<file path="config.mk">
export PLATFORM = sky130hd
export DESIGN_NAME = seven_bit_adder_ctrl
export DESIGN_NICKNAME = d
export VERILOG_FILES = /design/src/rtl/seven_bit_adder_ctrl_pkg.sv /design/src/rtl/seven_bit_adder_ctrl_pb_conditioner.sv /design/src/rtl/seven_bit_adder_ctrl.sv
export SDC_FILE = /design/constraint.sdc
export NUM_CORES = 1
export LEC_CHECK = 0
export BUFFER_PORTS_ARGS = -buffer_cell sky130_fd_sc_hd__buf_4
export CORE_MARGIN = 1.5
export CORE_UTILIZATION = 40
export DETAILED_ROUTE_END_ITERATION = 10
export PLACE_DENSITY_LB_ADDON = 0.2
export SLEW_MARGIN = 20
export SYNTH_ARGS = -nofsm -noshare
export SYNTH_HDL_FRONTEND = slang
export SYNTH_HIERARCHICAL = 1
export SYNTH_SLANG_ARGS = --single-unit
</file>
<file path="constraint.sdc">
create_clock -name clk -period 1.6 [get_ports clk]
set_clock_uncertainty 0.2 [all_clocks]
set_input_delay 0.08 -clock clk [delete_from_list [all_inputs] [get_ports clk]]
set_output_delay 0.08 -clock clk [all_outputs]
set_load 0.1 [all_outputs]
</file>
<file path="src/rtl/seven_bit_adder_ctrl_pkg.sv">
// Shared definitions for the 7-bit adder front-end controller:
// state encodings, state width and push-button bit indices.
package seven_bit_adder_ctrl_pkg;

  localparam int STATE_W = 3;

  typedef enum logic [STATE_W-1:0] {
    S_ALO  = 3'd0,
    S_AHI  = 3'd1,
    S_BLO  = 3'd2,
    S_BHI  = 3'd3,
    S_ADD  = 3'd4,
    S_DONE = 3'd5
  } state_t;

  localparam int PB_ALO = 0;
  localparam int PB_AHI = 1;
  localparam int PB_BLO = 2;
  localparam int PB_BHI = 3;
  localparam int PB_NUM = 4;

  localparam int OP_W  = 7;
  localparam int RES_W = 8;

endpackage

</file>
<file path="src/rtl/seven_bit_adder_ctrl_pb_conditioner.sv">
// One push-button conditioner: 2-flop synchronizer, debounce counter and
// a single-cycle press pulse on an accepted 0->1 transition.
module pb_conditioner #(
  parameter int DEBOUNCE_CYCLES = 4
) (
  input  logic clk,
  input  logic rstn,
  input  logic pb,
  output logic press
);

  localparam int CW = (DEBOUNCE_CYCLES < 2) ? 1 : $clog2(DEBOUNCE_CYCLES + 1);
  localparam logic [CW-1:0] CNT_LAST = CW'(DEBOUNCE_CYCLES - 1);

  logic          sync1;
  logic          sync2;
  logic          level;
  logic [CW-1:0] cnt;
  logic          mismatch;
  logic          accept;

  assign mismatch = (sync2 != level);
  // The mismatch has persisted long enough on this cycle to flip the level.
  assign accept   = mismatch && (cnt == CNT_LAST);

  // Two-flop synchronizer for the raw button.
  always_ff @(posedge clk or negedge rstn) begin
    if (!rstn) begin
      sync1 <= 1'b0;
      sync2 <= 1'b0;
    end else begin
      sync1 <= pb;
      sync2 <= sync1;
    end
  end

  // Debounce: count consecutive mismatch cycles, any gap restarts the count.
  always_ff @(posedge clk or negedge rstn) begin
    if (!rstn) begin
      level <= 1'b0;
      cnt   <= '0;
    end else if (accept) begin
      level <= sync2;
      cnt   <= '0;
    end else if (mismatch) begin
      cnt   <= cnt + 1'b1;
    end else begin
      cnt   <= '0;
    end
  end

  // Press pulse is registered alongside the level change; releases are silent.
  always_ff @(posedge clk or negedge rstn) begin
    if (!rstn) begin
      press <= 1'b0;
    end else begin
      press <= accept && sync2;
    end
  end

endmodule

</file>
<file path="src/rtl/seven_bit_adder_ctrl.sv">
// Front-end controller for the 7-bit adder: conditions four buttons,
// sequences operand entry from the switch bank, and captures the sum.
//
// state  | meaning
// S_ALO  | waiting for PB0, loads a[3:0]
// S_AHI  | waiting for PB1, loads a[6:4]
// S_BLO  | waiting for PB2, loads b[3:0]
// S_BHI  | waiting for PB3, loads b[6:4]
// S_ADD  | one cycle, captures {carry, sum}
// S_DONE | result valid; PB0 starts a new round
module seven_bit_adder_ctrl
  import seven_bit_adder_ctrl_pkg::*;
#(
  parameter int DEBOUNCE_CYCLES = 4
) (
  input  logic               clk,
  input  logic               rstn,
  input  logic [PB_NUM-1:0]  PB,
  input  logic [3:0]         Y,
  output logic [OP_W-1:0]    a,
  output logic [OP_W-1:0]    b,
  input  logic [OP_W-1:0]    sum_in,
  input  logic               carry_in,
  output logic [RES_W-1:0]   result,
  output logic               result_valid,
  output logic [STATE_W-1:0] state
);

  logic [PB_NUM-1:0] press;
  logic [3:0]        y_s1;
  logic [3:0]        y_s2;
  state_t            state_q;
  state_t            state_d;
  logic              ld_alo;
  logic              ld_ahi;
  logic              ld_blo;
  logic              ld_bhi;
  logic              cap_res;
  logic              clr_valid;

  for (genvar i = 0; i < PB_NUM; i++) begin : g_pb
    pb_conditioner #(
      .DEBOUNCE_CYCLES(DEBOUNCE_CYCLES)
    ) u_pb (
      .clk  (clk),
      .rstn (rstn),
      .pb   (PB[i]),
      .press(press[i])
    );
  end

  // Two-flop synchronizer for the switch bank.
  always_ff @(posedge clk or negedge rstn) begin
    if (!rstn) begin
      y_s1 <= '0;
      y_s2 <= '0;
    end else begin
      y_s1 <= Y;
      y_s2 <= y_s1;
    end
  end

  // State register.
  always_ff @(posedge clk or negedge rstn) begin
    if (!rstn) begin
      state_q <= S_ALO;
    end else begin
      state_q <= state_d;
    end
  end

  // Next-state and load strobes; only the expected button acts in each state.
  always_comb begin
    state_d   = state_q;
    ld_alo    = 1'b0;
    ld_ahi    = 1'b0;
    ld_blo    = 1'b0;
    ld_bhi    = 1'b0;
    cap_res   = 1'b0;
    clr_valid = 1'b0;
    unique case (state_q)
      S_ALO: begin
        if (press[PB_ALO]) begin
          ld_alo  = 1'b1;
          state_d = S_AHI;
        end
      end
      S_AHI: begin
        if (press[PB_AHI]) begin
          ld_ahi  = 1'b1;
          state_d = S_BLO;
        end
      end
      S_BLO: begin
        if (press[PB_BLO]) begin
          ld_blo  = 1'b1;
          state_d = S_BHI;
        end
      end
      S_BHI: begin
        if (press[PB_BHI]) begin
          ld_bhi  = 1'b1;
          state_d = S_ADD;
        end
      end
      S_ADD: begin
        cap_res = 1'b1;
        state_d = S_DONE;
      end
      S_DONE: begin
        if (press[PB_ALO]) begin
          ld_alo    = 1'b1;
          clr_valid = 1'b1;
          state_d   = S_AHI;
        end
      end
      default: begin
        state_d = S_ALO;
      end
    endcase
  end

  // Operand registers; untouched fields keep their previous round's value.
  always_ff @(posedge clk or negedge rstn) begin
    if (!rstn) begin
      a <= '0;
      b <= '0;
    end else begin
      if (ld_alo) a[3:0] <= y_s2;
      if (ld_ahi) a[6:4] <= y_s2[2:0];
      if (ld_blo) b[3:0] <= y_s2;
      if (ld_bhi) b[6:4] <= y_s2[2:0];
    end
  end

  // Result capture; the adder has had a full S_ADD cycle to settle.
  always_ff @(posedge clk or negedge rstn) begin
    if (!rstn) begin
      result       <= '0;
      result_valid <= 1'b0;
    end else if (cap_res) begin
      result       <= {carry_in, sum_in};
      result_valid <= 1'b1;
    end else if (clr_valid) begin
      result_valid <= 1'b0;
    end
  end

  assign state = state_q;

endmodule

</file>
* Word level (Yosys, flattened, before mapping)
Cells that the tools add are included.
** Word-level totals
- Word-level logic and storage cells :: 87
- Register bits after elaboration :: 62
- Input bits :: 18
- Output and inout bits :: 26
** Cells by class
- Multiplexer cells :: 25
- $add $sub $neg :: 4
- Reduce and logical (&&, ||, !) cells :: 12
- Equality and inequality tests :: 17
** Operators by type and width (count)
- two-way mux 3 bit :: 12
- == test 3 x 2 -> 1 bit, second input constant :: 6
- one-hot mux 3 bit (5 select lines) :: 1
- adder 3 x 1 -> 3 bit, second input constant :: 4
- two-way mux 1 bit :: 12
- logical AND 1 bit :: 8
- != test 2 x 1 -> 1 bit, second input constant :: 4
- == test 3 bit, second input constant :: 2
- != test 1 bit :: 4
- AND reduction 4 bit :: 1
- == test 3 x 1 -> 1 bit, second input constant :: 1
- zero test 3 bit :: 1
- nonzero test 2 bit :: 1
- OR reduction 2 bit :: 1

* Depth between registers and ports, before layout
Gate-level depths: netlist of the first run.
- Word-level depth :: 4
- Mapped depth :: 5
- Mapped depth without buffers :: 4

* Hierarchy
The synthesis of the first run kept the hierarchy.
** Modules (own cells, without submodules)
- seven_bit_adder_ctrl :: seq. area each 850.8 µm², cells each 84, instances 1, area each 1331.3 µm²
- pb_conditioner :: seq. area each 175.2 µm², cells each 18, instances 4, area each 251.5 µm²

* Least setup slack after synthesis of the first run
Ideal clock, no wire load.
- Path type :: reg2reg
- From :: register state_q[2], in the netlist state[2]
- To :: register result[0]
- Setup time :: 0.125 ns
- Required time :: 1.275 ns
- Buffers on the path :: 2
- Stages on the path, launching flop included :: 6
- Data arrival time :: 1.885 ns
- Setup slack :: -0.610 ns
- Clock period less this slack :: 2.210 ns
- Cells stage by stage :: dfrtp_1 -> buf_6 -> nor2b_4 -> nor2b_4 -> buf_6 -> mux2_2
** On the way
- Word-level cells in the longest chain between the ends :: 2
** RTL lines
- from (decl) :: RTL line seven_bit_adder_ctrl.sv:32 : state_t state_q;
- from (signal assigned) :: RTL line seven_bit_adder_ctrl.sv:68 : state_q <= state_d;
- == test 3 bit :: RTL line seven_bit_adder_ctrl.sv:81 : unique case (state_q)
- two-way mux 1 bit :: RTL line seven_bit_adder_ctrl.sv:81
- to (signal assigned) :: RTL line seven_bit_adder_ctrl.sv:142 : result <= {carry_in, sum_in};
- to (decl) :: RTL line seven_bit_adder_ctrl.sv:24 : output logic [RES_W-1:0] result,
Every way passes these cells.
A chain may end at the register's enable or synchronous reset.

* Worst setup path after layout of the first run
- From :: register state_q[0], in the netlist state[0]
- To :: register b[2]
** On the way
- Word-level cells in the longest chain between the ends :: 2
** RTL lines
- == test 3 x 2 -> 1 bit :: RTL line seven_bit_adder_ctrl.sv:81
- two-way mux 1 bit :: RTL line seven_bit_adder_ctrl.sv:81
- to (signal assigned) :: RTL line seven_bit_adder_ctrl.sv:131 : if (ld_blo) b[3:0] <= y_s2;
- to (decl) :: RTL line seven_bit_adder_ctrl.sv:21 : output logic [OP_W-1:0] b,
Every way passes these cells.

==> results of run 1 <==
-- synth_stat cells --
master	n	area, sq um
buf_6	4	45.0
nand2b_1	1	6.26
xnor2_1	5	43.8
a21o_2	1	8.76
nor3_2	1	10.0
mux2_2	20	225
o21ai_0	5	25.0
nor2_1	5	18.8
nor3_1	8	40.0
mux2_4	2	30.0
a22oi_1	1	7.51
nand2b_4	1	13.8
nand3b_1	1	7.51
dfrtp_1	62	1550
a21oi_1	1	5.00
nor2b_4	2	27.5
nor3b_4	1	18.8
ha_1	8	100
a21o_1	1	7.51
or2_2	1	6.26
nand2_1	11	41.3
nor3b_2	4	50.1
and3b_1	1	8.76
nand4b_1	1	8.76
inv_1	8	30.0
-- path summary, 6_finish.rpt --
kind                                         start                 end  slack, ns  cells after the start
worst min register to register  g_pb[2].u_pb/sync1  g_pb[2].u_pb/sync2       0.14                      0
worst max register to register            state[0]                b[2]      -0.06                      3
worst min-delay path                          rstn  g_pb[2].u_pb/press      0.002                      2
min in group clk                g_pb[2].u_pb/sync1  g_pb[2].u_pb/sync2       0.14                      0
max in group asynchronous                     rstn  g_pb[0].u_pb/level       0.65                      3
worst max-delay path                      state[0]                b[2]      -0.06                      3
-- cell type report --
cell class                 instances  area (sq um)  share of cell area (%)
sequential                        62          1560                    48.4
multi-input combinational         82           742                    23.0
inverter                           8          30.0                   0.931
timing repair buffer              74           611                    18.9
clock buffer                      10           128                    3.96
tap                               72          90.1                    2.79
clock inverter                     6          62.6                    1.94
-- what timing repair did --
action | 4_1_cts | 5_1_grt
pin swaps | 0 | 0
hold buffers | 17 | 0
hold endpoints to repair | 78 | 0
resized for setup | 2 | 5
setup endpoints to repair | 17 | 18
buffers inserted | 4 | 1
-- critical path, delay by kind of cell (launching register included) --
kind | cells | cell delay [ns]
flops | 1 | 0.52
mux | 1 | 0.37
simple gates | 2 | 0.46
-- state kept, by name (all words and copies together) (netlist names), 4 cells and up --
| name | count |
|---|---|
| y_s2 | 4 |
| b | 7 |
| g_pb.u_pb/press | 4 |
| g_pb.u_pb/sync1 | 4 |
| a | 7 |
| g_pb.u_pb/level | 4 |
| g_pb.u_pb/sync2 | 4 |
| y_s1 | 4 |
| g_pb.u_pb/cnt | 12 |
| result | 8 |
-- routing by layer --
metal | wire length, microns | GRT usage [%] | part of all wire, %
met1 | 1890 | 19.1 | 42
met2 | 2210 | 26.1 | 49
met3 | 263 | 7.20 | 5.9
met4 | 116 | 7.19 | 2.6
met5 | 0 | 0 | 0
-- stage by stage --
stage	total power, uW	hold slack, ns	cells	util [%]
detailed placement	4860	-0.173	276	50.0
finish	6230	0.00249	314	57.9
global route	6550	0.0186	314	57.9
CTS	6260	0.00210	313	57.4
global placement	4750	-0.182	276	50.0
floorplan	4260	-0.416	156	-
-- kinds of logic after synthesis --
kind of cell,Yosys count
adders and majority gates,8
xor gates and xnor gates,5
DFF,62
AOI/OAI and AO/OA,9
and+or+nand+nor,38
buffers and inverters,12
muxes,22
-- power by group --
group	internal (uW)	switching [uW]	total, uW	leakage [uW]
Sequential	1960	271	2230	0.000798
Combinational	786	1900	2680	0.000705
Clock	716	598	1310	0.000100
==> summary.txt, run 1 <==
Outcome
  – Status: finished, violations left
  – Failing checks: negative setup slack

Min path
  – Hold Path Class: in -> async

Clock tree
  – Worst skew pair latency: around 0.33 ns
  – H-tree levels: 3
  – Clock Tree Buf Depth: 2
  – Num Clock Sinks: between 60 and 70
  – CTS root buf: clkbuf_8
  – CTS buffer count: 9
  – Worst-path clk slew: ~0.07 ns
  – CTS tree: done

Routing
  – Antenna viol nets, final: 0
  – Routed wire length per instance: approximately 14 microns
  – DRC viols: 0
  – Drt pass-1 iters: 4
  – Vias per cell: 4.68
  – Drt total wl: around 4500 microns
  – Routed vias: 1468
  – DR iter-0 viols: 45

Global route
  – Number of global-route vias before repair: 1578
  – All-Layer GR Usage: 16.4%
  – Initial antenna violation count: 0
  – First-pass GRT wire length: between 7000 and 8000 microns
  – Overflow after GRT: 0
  – Pin count of the biggest net entering global routing: 31

Yosys
  – Syn Inst Count: ~160
  – Average size of a mapped cell: around 15 sq um
  – Synth Register Bits: just over 60
  – Yosys warns: 6
  – Post-synthesis compound-gate area fraction: under 10%
  – Sequential fraction of the synthesis area: approximately 66%
  – Mux contribution to synthesized area: between 10% and 20%
  – Synth Area in Adders: 4.28%
  – Syn Nets: about 180
  – Synth cell types: 25
  – Post-synthesis xor/xnor area fraction: ~1.9%
  – Largest family of logic cells by synthesized area: simple AND/OR/NAND/NOR gates
  – Synth Area in Simple Gates: between 10% and 20%
  – Cell Area, Synth: roughly 2300 sq um

Place
  – Final HPWL DP: slightly above 3000 microns
  – GPL Wtd Cong: 0.861
  – I/O Buffers: between 40 and 50
  – Place WS: -0.0704 ns
  – Post-placement cell area: 2790 sq um

Floorplan
  – Die Ht: 79.4 microns
  – Die Wd: ~80 microns
  – CORE AREA: roughly 5600 sq um
  – Starting Density: approximately two fifths
  – Die area: ~6300 sq um
  – Ports: 44
  – Std cell rows: 27

Timing
  – Crit share post-route: 104%
  – Final Critical Period: 1.66 ns
  – Final setup violation count: 11
  – Fmax: between 0.6 and 0.7 GHz
  – Setup ws final: -0.0619 ns
  – Slew Limit Headroom: about 75%
  – RSZ-0062 raised after global routing: true
  – Final slew viol count: 0
  – Final hold violations: 0
  – Least-Margin Pin Slew: roughly 0.38 ns
  – Fin Setup TNS: -0.273 ns

Job
  – Number of max-cap violations: 0

Worst setup path
  – Setup CP Type: reg -> reg
  – Critical-path cell list: nand2b_4 > nor3b_4 > mux2_2
  – Crit-path slowest cell: dfrtp_4
  – Crit path DAT: around 1.7 ns
  – Critical path required time: 1.62 ns
  – Nature of the critical path endpoint: flop
  – Worst Setup Start Kind: flop
  – Crit Path Max Fanout: 7
  – Critical path's largest stage delay: ~0.52 ns

Cells and area
  – Share of cells above drive strength 1: ~45%
  – Commonest non-fill, non-tap cell in the layout: dfrtp_1
  – Post-route cell area: between 3000 and 4000 sq um
  – Inserted Diodes: 0
  – Fill cell total of the finished layout: roughly 460
  – Most frequent cells in the layout: 59 x dfrtp_1, 56 x buf_4, 17 x dlygate4sd3_1, 14 x mux2_2, 11 x nand2_1
  – P&R area growth vs syn: 38.0%
  – Final nets: about 260

Power and ir drop
  – PD cells: ~1900 nW/um^2
  – Leakage: approximately 0.0016 uW
  – Max VDD drop: ~0.0012 V
Power figures use the tool's default switching activity.
==> run 2, diff against run 1 <==
--- a/config.mk
+++ b/config.mk
@@ -7,7 +7,7 @@
 export LEC_CHECK = 0
 export BUFFER_PORTS_ARGS = -buffer_cell sky130_fd_sc_hd__buf_4
 export CORE_MARGIN = 1.5
-export CORE_UTILIZATION = 40
+export CORE_UTILIZATION = 45
 export DETAILED_ROUTE_END_ITERATION = 10
 export PLACE_DENSITY_LB_ADDON = 0.2
 export SLEW_MARGIN = 20
==> run 2 against run 1 <==
The flow still finishes with violations (negative setup slack). Design area increased by 1.4%. Clock power increased by 3%. First-iteration DRC count up 64%. Combinational power about the same. Worst hold slack better by 0.0050 ns. Critical endpoint is now b[3]. Largest cell class unchanged.
==> summary.txt, run 2 (synthesis results as in run 1) <==
Global route
  – Overflow after GRT: 0 (unchanged)
  – Pin count of the biggest net entering global routing: 34 (+9.7%)
  – First-pass GRT wire length: 6900 microns (-6.9%)
  – Initial antenna violation count: 0 (unchanged)
  – Number of global-route vias before repair: 1550 (-1.8%)
  – All-Layer GR Usage: 17.3% (+0.98 points)

Floorplan
  – Ports: 44 (unchanged)
  – Die area: 5640 sq um (-11%)
  – Die Ht: 75.1 microns (-5.5%)
  – Die Wd: 75.1 microns (-5.5%)
  – Starting Density: 46.4% (+4.4 points)
  – Std cell rows: 26 (-3.7%)
  – CORE AREA: 5040 sq um (-9.5%)

Place
  – GPL Wtd Cong: 0.839 (-2.5%)
  – Post-placement cell area: 2780 sq um (-0.18%)
  – Place WS: -0.0715 ns (-0.00105 ns)
  – I/O Buffers: 43 (unchanged)
  – Final HPWL DP: 2900 microns (-5.0%)

Cells and area
  – Post-route cell area: 3270 sq um (+1.4%)
  – Share of cells above drive strength 1: 45.2% (-0.23 points)
  – Layout Utilization: 64.8% (+7.0 points)
  – Inserted Diodes: 0 (unchanged)
  – Most frequent cells in the layout: 59 x dfrtp_1, 52 x buf_4, 17 x dlygate4sd3_1, 12 x mux2_4
  – Reg with most FFs: g_pb.u_pb/cnt
  – P&R area growth vs syn: 39.9%
  – Final nets: 262 (-0.38%)
  – Commonest non-fill, non-tap cell in the layout: dfrtp_1
  – Fill cell total of the finished layout: 379 (-18%)
  – Top Registers: g_pb.u_pb/cnt: 12 flops, result: 8 flops
  – FF/Latch Area: 1560 sq um (unchanged)
  – Max reg flops: 12 (unchanged)
  – Area occupied by multi-input gates: 757 sq um (+2.0%)

Worst setup path
  – Worst Setup Start Kind: flop
  – Reg2reg path depth: 4 (+1)
  – Nature of the critical path endpoint: flop
  – Crit Path Max Fanout: 4 (-3)
  – Critical path required time: 1.61 ns (about the same)
  – Setup CP Type: reg -> reg
  – Crit path DAT: 1.63 ns (-0.05 ns)

Clock tree
  – CTS tree: done
  – Num Clock Sinks: 62 (unchanged)
  – Worst-path clk slew: 0.07 ns (about the same)
  – Worst skew pair latency: 0.33 ns (about the same)
  – CTS root buf: clkbuf_8
  – Clock Tree Buf Depth: 2 (unchanged)
  – H-tree levels: 3 (unchanged)
  – CTS buffer count: 9 (unchanged)

Outcome
  – Status: finished, violations left
  – Failing checks: negative setup slack

Timing
  – Slew Limit Headroom: 75.3% (+0.36 points)
  – Setup ws final: -0.0210 ns (+0.0409 ns)
  – Final Critical Period: 1.62 ns (-0.0409 ns)
  – Final setup violation count: 4 (-7)
  – Crit share post-route: 101% (-2.6 points)
  – Final slew viol count: 0 (unchanged)
  – WHS: 0.00749 ns (+0.00500 ns)
  – Least-Margin Pin Slew: 0.371 ns (-0.00536 ns)
  – RSZ-0062 raised after global routing: true
  – Final hold violations: 0 (unchanged)
  – Fmax: 0.617 GHz (+2.5%)

Routing
  – Routed vias: 1451 (-1.2%)
  – Drt total wl: 4190 microns (-6.5%)
  – Vias per cell: 4.67 (-0.20%)
  – Routed wire length per instance: 13.5 microns (-5.6%)
  – Drt pass-1 iters: 2 (-2)
  – Antenna viol nets, final: 0 (unchanged)
  – DRC viols: 0 (unchanged)
  – DR iter-0 viols: 74 (+64%)

Power and ir drop
  – Max VDD drop: 0.00109 V (-7.3%)
  – Total internal power: 3560 uW (+3.0%)
  – Clock share of power: 21.5% (+0.4 points)
  – PD cells: 1920 nW/um^2 (-0.58%)
  – Combinational Power Share: 43.1% (about the same)
  – Leakage: 0.00162 uW (+1.3%)
  – P_sw: 2710 uW (-2.0%)
  – Tot Pwr: 6280 uW (+0.77%)
  – Sequential share of power: 35.4% (-0.4 points)
  – Sw frac: 43.2% (-1.2 points)

Min path
  – Hold Path Class: in -> async

Job
  – Number of max-cap violations: 0 (unchanged)
## run 2: changes by cell type in the layout (fill, tap and decap cells not counted)
| cell | change |
|---|---|
| buf_12 | +2 |
| buf_4 | -4 |
| clkbuf_8 | +2 |
| clkinv_4 | -2 |
| mux2_2 | -4 |
| buf_6 | +1 |
| mux2_4 | +4 |
## run 2: area by class of cell
class	instances	share of cell area (%)
Tap cell	70	2.68
Inverter	8	0.918
Timing Repair Buffer	73	19.3
Clock inverter	4	1.38
Sequential cell	62	47.8
Clock buffer	12	4.75
Multi-Input combinational cell	82	23.2
## run 2: power by group through the flow
stage                     clock (uW)  combinational, uW  sequential, uW
final                           1350               2710            2220
after global routing            1460               2850            2260
after CTS                       1380               2710            2220
after detailed placement           0               2620            2250
after global placement             0               2560            2210
after floorplan                    0                662            3600
## run 2: final timing paths
| kind | from | endpoint | slack (ns) |
|---|---|---|---|
| min in group clk | g_pb[3].u_pb/sync1 | g_pb[3].u_pb/sync2 | 0.14 |
| hold reg to reg | g_pb[3].u_pb/sync1 | g_pb[3].u_pb/sync2 | 0.14 |
| setup reg to reg | state[0] | b[3] | -0.02 |
| max in group asynchronous | rstn | state[0] | 0.67 |
| setup / recovery | state[0] | b[3] | -0.02 |
| hold / removal | rstn | y_s1[2] | 0.007 |
## run 2: timing repair
item                                   CTS  global route
endpoints found under the hold margin   78             0
setup endpoints to repair               16            15
buffers inserted                         6             1
hold buffers                            17             0
resized for setup                        8             4
pin swaps                                2             0
## run 2: through the flow
| step | std cells | setup TNS [ns] |
|---|---|---|
| 2_1_floorplan | 156 | -3.95 |
| 3_3_place_gp | 272 | -0.196 |
| 3_5_place_dp | 272 | -0.540 |
| 4_1_cts | 310 | -0.0364 |
| 5_1_grt | 311 | -0.498 |
| 6_report | 311 | -0.0647 |
## run 2: worst max-delay path, stage by stage, from the launching register on
cell and delay [ns]:
dfrtp_4 0.50, nand2b_4 0.16, nor3b_4 0.19, buf_6 0.15, mux2_4 0.30
## run 2: layer usage
metal  GRT usage, %  share of wire (%)  vias up
met1           19.3                 40      731
met2           28.8                 54       25
met3           6.29                3.9        9
li1               -                  -      686
met4           9.90                1.8        0
met5              0                  0        -
==> run 3, diff against run 2 <==
--- a/config.mk
+++ b/config.mk
@@ -8,6 +8,7 @@
 export BUFFER_PORTS_ARGS = -buffer_cell sky130_fd_sc_hd__buf_4
 export CORE_MARGIN = 1.5
 export CORE_UTILIZATION = 45
+export CTS_CLUSTER_DIAMETER = 150
 export DETAILED_ROUTE_END_ITERATION = 10
 export PLACE_DENSITY_LB_ADDON = 0.2
 export SLEW_MARGIN = 20
==> constraint.sdc (replaced) <==
create_clock -name clk -period 1.6 [get_ports clk]
set_clock_uncertainty 0.2 [all_clocks]
set_input_delay 0.32 -clock clk [delete_from_list [all_inputs] [get_ports clk]]
set_output_delay 0.32 -clock clk [all_outputs]
set_load 0.1 [all_outputs]
==> run 3 against run 2 <==
The run still ends with negative setup slack left. Die area is the same. Worst hold slack better by 0.019 ns. Routed wire length up 2.6%. Cell count shrank 1.3%. Design area decreased by 1.1%. Utilization decreased by 0.74 points. Critical path type is now reg -> out. Critical endpoint is now state[0]. Largest cell class unchanged. Highest routed layer unchanged.
==> summary.txt, run 3 (synthesis results as in run 1) <==
Worst setup path
  – Crit path from: state[0]
  – Setup CP Type: reg -> out
  – Crit Path Max Fanout: 5 (+1)
  – FF-to-FF Start: state[2]
  – Reg2reg path depth: 4 (unchanged)
  – Worst r2r dst: a[3]
  – CP Capture Point: state[0]
  – Worst R2R Setup Slack: -0.03 ns (about the same)
  – Crit path DAT: 1.14 ns (-0.49 ns)
  – Nature of the critical path endpoint: output pin
  – Critical path required time: 1.08 ns (-0.53 ns)
  – Worst Setup Start Kind: flop

Timing
  – Slew Limit Headroom: 78.6% (+3.4 points)
  – Least-Margin Pin Slew: 0.318 ns (-0.0527 ns)
  – Final hold violations: 0 (unchanged)
  – Fmax: 0.604 GHz (-2.1%)
  – Final slew viol count: 0 (unchanged)
  – Fin Setup TNS: -0.311 ns (-0.246 ns)
  – Final Critical Period: 1.66 ns (+0.0345 ns)
  – Final setup violation count: 17 (+13)
  – Setup ws final: -0.0556 ns (-0.0345 ns)
  – RSZ-0062 raised after global routing: true
  – Crit share post-route: 103% (+2.2 points)

Routing
  – DR iter-0 viols: 77 (+4.1%)
  – Drt total wl: 4300 microns (+2.6%)
  – Antenna viol nets, final: 0 (unchanged)
  – Drt pass-1 iters: 4 (+2)
  – Routed vias: 1405 (-3.2%)
  – Vias per cell: 4.58 (-1.9%)
  – DRC viols: 0 (unchanged)
  – Routed wire length per instance: 14.0 microns (+4.0%)

Clock tree
  – Worst-path clk slew: 0.07 ns (about the same)
  – CTS buffer count: 9 (unchanged)
  – Worst skew pair latency: 0.32 ns (about the same)
  – CTS root buf: clkbuf_8
  – CTS tree: done
  – H-tree levels: 3 (unchanged)
  – Num Clock Sinks: 62 (unchanged)
  – Clock Tree Buf Depth: 2 (unchanged)

Floorplan
  – Die Wd: 75.1 microns (unchanged)
  – CORE AREA: 5040 sq um (unchanged)
  – Std cell rows: 26 (unchanged)
  – Die area: 5640 sq um (unchanged)
  – Ports: 44 (unchanged)
  – Die Ht: 75.1 microns (unchanged)
  – Starting Density: 46.4% (unchanged)

Place
  – I/O Buffers: 43 (unchanged)
  – Place WS: -0.0569 ns (+0.0146 ns)
  – Final HPWL DP: 3040 microns (+4.6%)
  – GPL Wtd Cong: 0.782 (-6.8%)
  – Placed cells: 273 (+0.37%)

Power and ir drop
  – Tot Pwr: 6210 uW (-0.98%)
  – PD cells: 1920 nW/um^2 (+0.17%)
  – Max VDD drop: 0.00117 V (+7.1%)
  – Leakage: 0.00159 uW (-2.1%)

Cells and area
  – Reg with most FFs: g_pb.u_pb/cnt
  – Commonest non-fill, non-tap cell in the layout: dfrtp_1
  – Layout Utilization: 64.1% (-0.74 points)
  – Top Registers: g_pb.u_pb/cnt: 12 flops, result: 8 flops
  – Max reg flops: 12 (unchanged)
  – P&R area growth vs syn: 38.3%
  – Share of cells above drive strength 1: 46.0% (+0.76 points)
  – Area occupied by multi-input gates: 758 sq um (+0.17%)
  – Final Non-Filler Cells: 307 (-1.3%)
  – Fill cell total of the finished layout: 393 (+3.7%)
  – FF/Latch Area: 1560 sq um (unchanged)
  – Inserted Diodes: 0 (unchanged)
  – Most frequent cells in the layout: 59 x dfrtp_1, 52 x buf_4, 13 x mux2_4, 11 x nand2_1, 11 x clkbuf_8
  – Final nets: 259 (-1.1%)

Outcome
  – Failing checks: negative setup slack
  – Status: finished, violations left

Global route
  – Initial antenna violation count: 0 (unchanged)
  – Overflow after GRT: 0 (unchanged)
  – Pin count of the biggest net entering global routing: 30 (-12%)
  – All-Layer GR Usage: 17.0% (-0.32 points)
  – First-pass GRT wire length: 6870 microns (-0.41%)
  – Number of global-route vias before repair: 1502 (-3.1%)

Min path
  – Hold Path Class: in -> reg

Job
  – Number of max-cap violations: 0 (unchanged)
-- run 3: cell types whose count changed in the layout (fill, tap and decap cells not counted), moves of 2 or more --
cell / before / now
clkinv_2: 3 / 1
dlygate4sd3_1: 17 / 9
buf_12: 3 / 5
buf_6: 1 / 4
clkbuf_1: 1 / 3
-- run 3: layout make-up --
class / instances / area share [%]
Clock buffer: 14 / 5.03
Clock inverter: 1 / 0.155
Inverter: 8 / 0.929
Multi-Input combinational cell: 82 / 23.5
Sequential cell: 62 / 48.4
Tap cell: 70 / 2.71
Timing Repair Buffer: 70 / 19.4
-- run 3: worst max-delay path: stages, from the launching register on --
cell,delay [ns]
dfrtp_4,0.51
buf_6,0.15
buf_12,0.16
-- run 3: metal layers --
layer / up-vias / part of all wire [%] / GRT usage [%]
met1: 692 / 40 / 20.7
li1: 674 / - / -
met2: 29 / 54 / 27.4
met5: - / 0 / 0
met3: 10 / 2.9 / 3.75
met4: 0 / 2.3 / 11.1
-- run 3: how the worst min path moves through the flow --
| stage | start | end | depth (start not counted) |
|---|---|---|---|
| 2_1_floorplan | rstn | a[0] | 0 |
| 5_1_grt | carry_in | result[7] | 2 |
| 3_3_place_gp | rstn | y_s2[2] | 1 |
| 4_1_cts | sum_in[0] | result[0] | 2 |
| 3_5_place_dp | rstn | y_s2[2] | 1 |
| 6_report | sum_in[0] | result[0] | 2 |
-- run 3: where the power goes --
| part | total (uW) | internal [uW] | switching [uW] |
|---|---|---|---|
| Clock | 1160 | 638 | 525 |
| Combinational | 2830 | 901 | 1930 |
| Sequential | 2220 | 1960 | 258 |
| Total | 6210 | 3500 | 2710 |
-- run 3: timing repair --
action | 4_1_cts | 5_1_grt
hold buffers | 9 | 0
pin swaps | 1 | 2
buffers inserted | 8 | 2
gates resized for setup | 20 | 4
endpoints found under the hold margin | 57 | 0
endpoints found under the setup margin | 19 | 22
-- run 3: metrics by stage --
stage,cell area (sq um),hold slack [ns]
global placement,2790,0.0186
finish,3230,0.0265
floorplan,2350,-0.176
detailed placement,2790,0.0255
CTS,3200,0.0107
global route,3230,0.0164
